### src/rtl/mem_arb_pkg.sv
// Shared types and constants for the data memory arbiter.
// The arbiter lets the CPU and DMA ports share one single-ported data memory.
package mem_arb_pkg;

  localparam logic [2:0] FUNCT3_WORD = 3'b010;

  // FSM state encoding (legacy-compatible constants rather than an enum type)
  typedef logic [1:0] state_t;
  localparam state_t IDLE   = 2'd0;
  localparam state_t ACCESS = 2'd1;
  localparam state_t RESP   = 2'd2;

  typedef enum logic {
    REQ_CPU = 1'b0,
    REQ_DMA = 1'b1
  } req_sel_e;

  typedef struct packed {
    logic        we;
    logic [31:0] addr;
    logic [31:0] wdata;
    logic [2:0]  funct3;
  } mem_req_t;

endpackage

### src/rtl/rr_arbiter2.sv
// Two-requester round-robin winner select.
// The output is purely combinational; the caller holds last_grant.
module rr_arbiter2
  import mem_arb_pkg::*;
(
  input  logic cpu_req_i,
  input  logic dma_req_i,
  input  logic last_grant_i,
  output logic valid_o,
  output logic winner_o
);

  always_comb begin
    valid_o  = cpu_req_i | dma_req_i;
    winner_o = REQ_CPU;
    if (cpu_req_i && dma_req_i) begin
      // On a tie the side not granted last time wins
      winner_o = (last_grant_i == REQ_DMA) ? REQ_CPU : REQ_DMA;
    end else if (dma_req_i) begin
      winner_o = REQ_DMA;
    end
  end

endmodule

### src/rtl/data_mem_arbiter.sv
// Round-robin arbiter sharing the data memory between CPU and DMA ports.
// One transaction at a time: IDLE -> ACCESS (MEM_LATENCY cycles) -> RESP.
module data_mem_arbiter
  import mem_arb_pkg::*;
#(
  parameter int unsigned MEM_LATENCY = 1,
  parameter logic [2:0]  DMA_FUNCT3  = FUNCT3_WORD
) (
  input  logic        clk,
  input  logic        rst,
  input  logic        cpu_req_i,
  input  logic        cpu_we_i,
  input  logic [31:0] cpu_addr_i,
  input  logic [31:0] cpu_wdata_i,
  input  logic [2:0]  cpu_funct3_i,
  output logic        cpu_ready_o,
  output logic [31:0] cpu_rdata_o,
  input  logic        dma_req_i,
  input  logic        dma_we_i,
  input  logic [31:0] dma_addr_i,
  input  logic [31:0] dma_wdata_i,
  output logic        dma_ready_o,
  output logic [31:0] dma_rdata_o,
  output logic [31:0] mem_a_o,
  output logic [31:0] mem_wd_o,
  output logic        mem_we_o,
  output logic [2:0]  mem_funct3_o,
  input  logic [31:0] mem_rd_i,
  output logic        busy_o
);

  localparam int unsigned CntWRaw = $clog2(MEM_LATENCY + 1);
  localparam int unsigned CntW    = (CntWRaw < 1) ? 1 : CntWRaw;

  if (MEM_LATENCY == 0) begin : gen_latency_check
    $error("data_mem_arbiter: MEM_LATENCY must be at least 1");
  end

  state_t         state_q, state_d;
  logic [CntW-1:0] cnt_q, cnt_d;
  mem_req_t       req_q, req_d;
  req_sel_e       grant_q, grant_d;
  req_sel_e       last_grant_q, last_grant_d;
  logic [31:0]    rdata_q, rdata_d;

  logic arb_valid;
  logic arb_winner;

  rr_arbiter2 u_rr_arbiter2 (
    .cpu_req_i    (cpu_req_i),
    .dma_req_i    (dma_req_i),
    .last_grant_i (last_grant_q),
    .valid_o      (arb_valid),
    .winner_o     (arb_winner)
  );

  always_comb begin
    state_d      = state_q;
    cnt_d        = cnt_q;
    req_d        = req_q;
    grant_d      = grant_q;
    last_grant_d = last_grant_q;
    rdata_d      = rdata_q;
    case (state_q)
      IDLE: begin
        if (arb_valid) begin
          grant_d = req_sel_e'(arb_winner);
          if (req_sel_e'(arb_winner) == REQ_DMA) begin
            req_d.we     = dma_we_i;
            req_d.addr   = dma_addr_i;
            req_d.wdata  = dma_wdata_i;
            req_d.funct3 = DMA_FUNCT3;
          end else begin
            req_d.we     = cpu_we_i;
            req_d.addr   = cpu_addr_i;
            req_d.wdata  = cpu_wdata_i;
            req_d.funct3 = cpu_funct3_i;
          end
          cnt_d   = CntW'(MEM_LATENCY - 1);
          state_d = ACCESS;
        end
      end
      ACCESS: begin
        if (cnt_q == '0) begin
          rdata_d = mem_rd_i;
          state_d = RESP;
        end else begin
          cnt_d = cnt_q - 1'b1;
        end
      end
      RESP: begin
        last_grant_d = grant_q;
        state_d      = IDLE;
      end
      default: begin
        state_d = IDLE;
      end
    endcase
  end

  always_ff @(posedge clk or posedge rst) begin
    if (rst) begin
      state_q      <= IDLE;
      cnt_q        <= '0;
      req_q        <= '0;
      grant_q      <= REQ_DMA;
      last_grant_q <= REQ_DMA;
      rdata_q      <= '0;
    end else begin
      state_q      <= state_d;
      cnt_q        <= cnt_d;
      req_q        <= req_d;
      grant_q      <= grant_d;
      last_grant_q <= last_grant_d;
      rdata_q      <= rdata_d;
    end
  end

  logic in_access;
  logic in_resp;

  always_comb begin
    in_access = (state_q == ACCESS);
    in_resp   = (state_q == RESP);

    mem_a_o      = in_access ? req_q.addr   : '0;
    mem_wd_o     = in_access ? req_q.wdata  : '0;
    mem_funct3_o = in_access ? req_q.funct3 : '0;
    // Single write strobe on the final access cycle
    mem_we_o     = in_access & req_q.we & (cnt_q == '0);

    cpu_ready_o = in_resp & (grant_q == REQ_CPU);
    dma_ready_o = in_resp & (grant_q == REQ_DMA);
    cpu_rdata_o = cpu_ready_o ? rdata_q : '0;
    dma_rdata_o = dma_ready_o ? rdata_q : '0;

    busy_o = (state_q != IDLE);
  end

endmodule

### config.mk
export PLATFORM = sky130hd
export DESIGN_NAME = data_mem_arbiter
export DESIGN_NICKNAME = d
export VERILOG_FILES = /design/src/rtl/mem_arb_pkg.sv /design/src/rtl/rr_arbiter2.sv /design/src/rtl/data_mem_arbiter.sv
export SDC_FILE = /design/constraint.sdc
export NUM_CORES = 1
export LEC_CHECK = 0
export ABC_CLOCK_PERIOD_IN_PS = 3210
export BUFFER_PORTS_ARGS = -buffer_cell sky130_fd_sc_hd__clkbuf_2
export CAP_MARGIN = 15
export CORE_ASPECT_RATIO = 0.6
export CORE_UTILIZATION = 41
export DETAILED_ROUTE_END_ITERATION = 10
export GPL_TIMING_DRIVEN = 0
export PLACE_DENSITY = 0.77
export SKIP_LAST_GASP = 1
export SYNTH_ARGS = -nofsm -noshare
export SYNTH_HDL_FRONTEND = slang
export SYNTH_SLANG_ARGS = --single-unit
### constraint.sdc
create_clock -name clk -period 3.21 [get_ports clk]
set_input_delay 0.642 -clock clk [delete_from_list [all_inputs] [get_ports clk]]
set_output_delay 0.642 -clock clk [all_outputs]
set_load 0.005 [all_outputs]
==> flow_summary.json <==
{
  "syn_nets": 616,
  "clk_path_buf_depth": 2,
  "finalCriticalPeriod_ps": 2646,
  "ios": 304,
  "grt_setup_unrepaired": "no",
  "worst_ep_arrival_time_ps": 2000,
  "h-tree-depth": 3,
  "peakVddDrop_mv": 0.3282,
  "synth_area_mm2": 0.005773,
  "total_power_mw": 6.475,
  "setup_viol": 0,
  "wirelength_um": 14160,
  "start_util_pct": 42.11,
  "multi_input_area_mm2": 0.002933,
  "ant_nets": 0,
  "clock_skew_ps": 4.337,
  "ff_latch_area_mm2": 0.002605,
  "clkTransAtPathRegs_ps": 70,
  "period_share_pct": 82.42,
  "ys_seq_area_share_pct": 45.12,
  "yosys.area.top_type_share_pct": 44.21,
  "syn_to_final_growth_pct": 36.48,
  "firstDrtPassIters": 4,
  "synth.largest_area_cell": "dfrtp_1",
  "coreArea_mm2": 0.01371,
  "fill_cells": 1252,
  "die_w_um": 155.2,
  "ctsHoldBuffers": 0,
  "wl_per_cell_um": 14.77,
  "synthArstFlopShare_pct": 100.0,
  "slew_headroom_pct": 59.98,
  "grt_pass1_wl_um": 22400,
  "synthFlopType": "dfrtp_1",
  "cts_sinks": 104,
  "synth_edf_count": 0,
  "dieArea_mm2": 0.01457,
  "critical_path_class": "register to output port",
  "drt_iter0_drc": 112,
  "grt-ovfl-total": 0,
  "cts_tree": "built",
  "ctsResizeCount": 0,
  "first_global_vias": 4237,
  "leakagePower_nw": 4.089,
  "viasPerCell": 4.583,
  "min_path_type": "primary input to asynchronous set/reset pin",
  "clock_latency_ps": 340,
  "portBuffers": 303,
  "grt_max_degree": 42,
  "ys_warn_count": 0,
  "cp_max_fo": 10,
  "hold_viol_final": 0,
  "antenna_cells": 0,
  "synth_most_common_cell": "and2_1",
  "power_density_mw_per_mm2": 821.8,
  "cp-end-kind": "output port",
  "dp_hpwl_um": 11360,
  "ys_ff_latch": 104,
  "drv_slew": 0,
  "max_cap_violations": 0,
  "cts_setup_buffers": 0,
  "synthTopCellsByCount": "and2_1, mux2_2, dfrtp_1",
  "worstMarginPinSlew_ps": 599.0,
  "r2r_slack_ps": 1370,
  "synthTopCellsByArea": "dfrtp_1, mux2_2, and2_1",
  "gp_congestion": 0.7590,
  "avgSynthCellArea_um2": 12.92,
  "rows": 33,
  "critPathRequiredTime_ps": 2570,
  "die_y_um": 93.92,
  "dp_cells": 944,
  "fin_cells": 959,
  "drive_gt1_share_pct": 66.10,
  "finish.utilization_pct": 57.48,
  "vias": 4395,
  "crit_path_start_kind": "register",
  "cts_buffers": 9,
  "tns_ps": 0,
  "fmax_mhz": 378.0,
  "yosysUniqueCellTypes": 22,
  "syn_inst": 447,
  "antenna_found_initial": 0,
  "drc": 0,
  "status": "completed",
  "grt_usage_pct": 20.17,
  "clockRootBuffer": "clkbuf_16",
  "layout.nets": 932
}
registers in the layout, summed over array words and instances, names as in the netlist:
register      count
rdata_q          32
grant_q           1
state_q           2
req_q            68
last_grant_q      1
worst max-delay path, stage by stage, from the launching register on:
cell and delay (ps):
dfstp_2 530, inv_1 50, nor2_1 350, clkbuf_1 420
and2_1 210, clkbuf_2 110
final cells by class:
class / count / area share, %
plain buffers: 31 / 2.779
repair buffers: 305 / 19.76
multi-input cells: 308 / 37.22
inverters: 4 / 0.2541
well taps: 192 / 3.049
flip-flops and latches: 104 / 33.06
clock buffers: 11 / 3.208
clock inverters: 4 / 0.6670
logic make-up (layout without fill, tap and decap cells):
logic type | Yosys count | after routing | synth area share [%]
simple gates | 140 | 140 | 15.15
flops | 104 | 104 | 45.12
mux | 162 | 162 | 34.79
compound gates | 6 | 6 | 0.8671
buf+inv | 35 | 355 | 4.074
cells in the final DEF (no fill, tap or decap):
cell type / n
inv_1: 2
clkinv_4: 1
nor2_1: 3
dfstp_2: 2
or2_4: 2
clkbuf_8: 2
and2_1: 132
buf_6: 4
a22o_1: 2
a2bb2oi_1: 1
buf_2: 7
o22ai_1: 1
mux2_4: 49
inv_6: 1
bufinv_16: 1
clkinvlp_4: 1
a21o_1: 1
clkinv_2: 2
nor2b_1: 1
nand2b_1: 1
clkbuf_2: 303
buf_12: 5
buf_4: 4
dfrtp_1: 102
mux2_2: 113
a21bo_2: 1
clkbuf_16: 9
nor3b_1: 1
clkbuf_1: 13
through the flow:
step | worst slack, ps | cell area [µm²] | hold slack [ps]
2_1_floorplan | 1324 | 5777 | 464.3
3_3_place_gp | 620.8 | 7533 | 480.9
3_5_place_dp | 879.3 | 7574 | 487.1
4_1_cts | 502.3 | 7879 | 368.0
5_1_grt | 333.9 | 7879 | 388.8
6_report | 564.4 | 7879 | 354.5
final timing paths:
check                        startpoint               to  depth (start not counted)
min                                 rst       rdata_q[3]                          2
max reg2reg                last_grant_q         req_q[6]                          5
min reg2reg                   req_q[36]        req_q[36]                          1
min in group clk              req_q[36]        req_q[36]                          1
max                             grant_q  dma_rdata_o[28]                          5
max in group asynchronous           rst         req_q[5]                          3
where the power goes:
part           total, mW  internal, mW  switching, mW
Sequential          2.37          2.00          0.371
Clock               1.12         0.646          0.472
Combinational       2.99          1.78           1.21
routing by layer:
metal  track usage [%]  up-vias  part of all wire [%]
li1                  -     2136                     -
met1             25.89     2090                    43
met4             5.392        0                   1.5
met5                 0        -                     0
met3             4.659       13                   5.3
met2             34.38      156                    50
No activity file was read; power rests on OpenSTA's default activity.
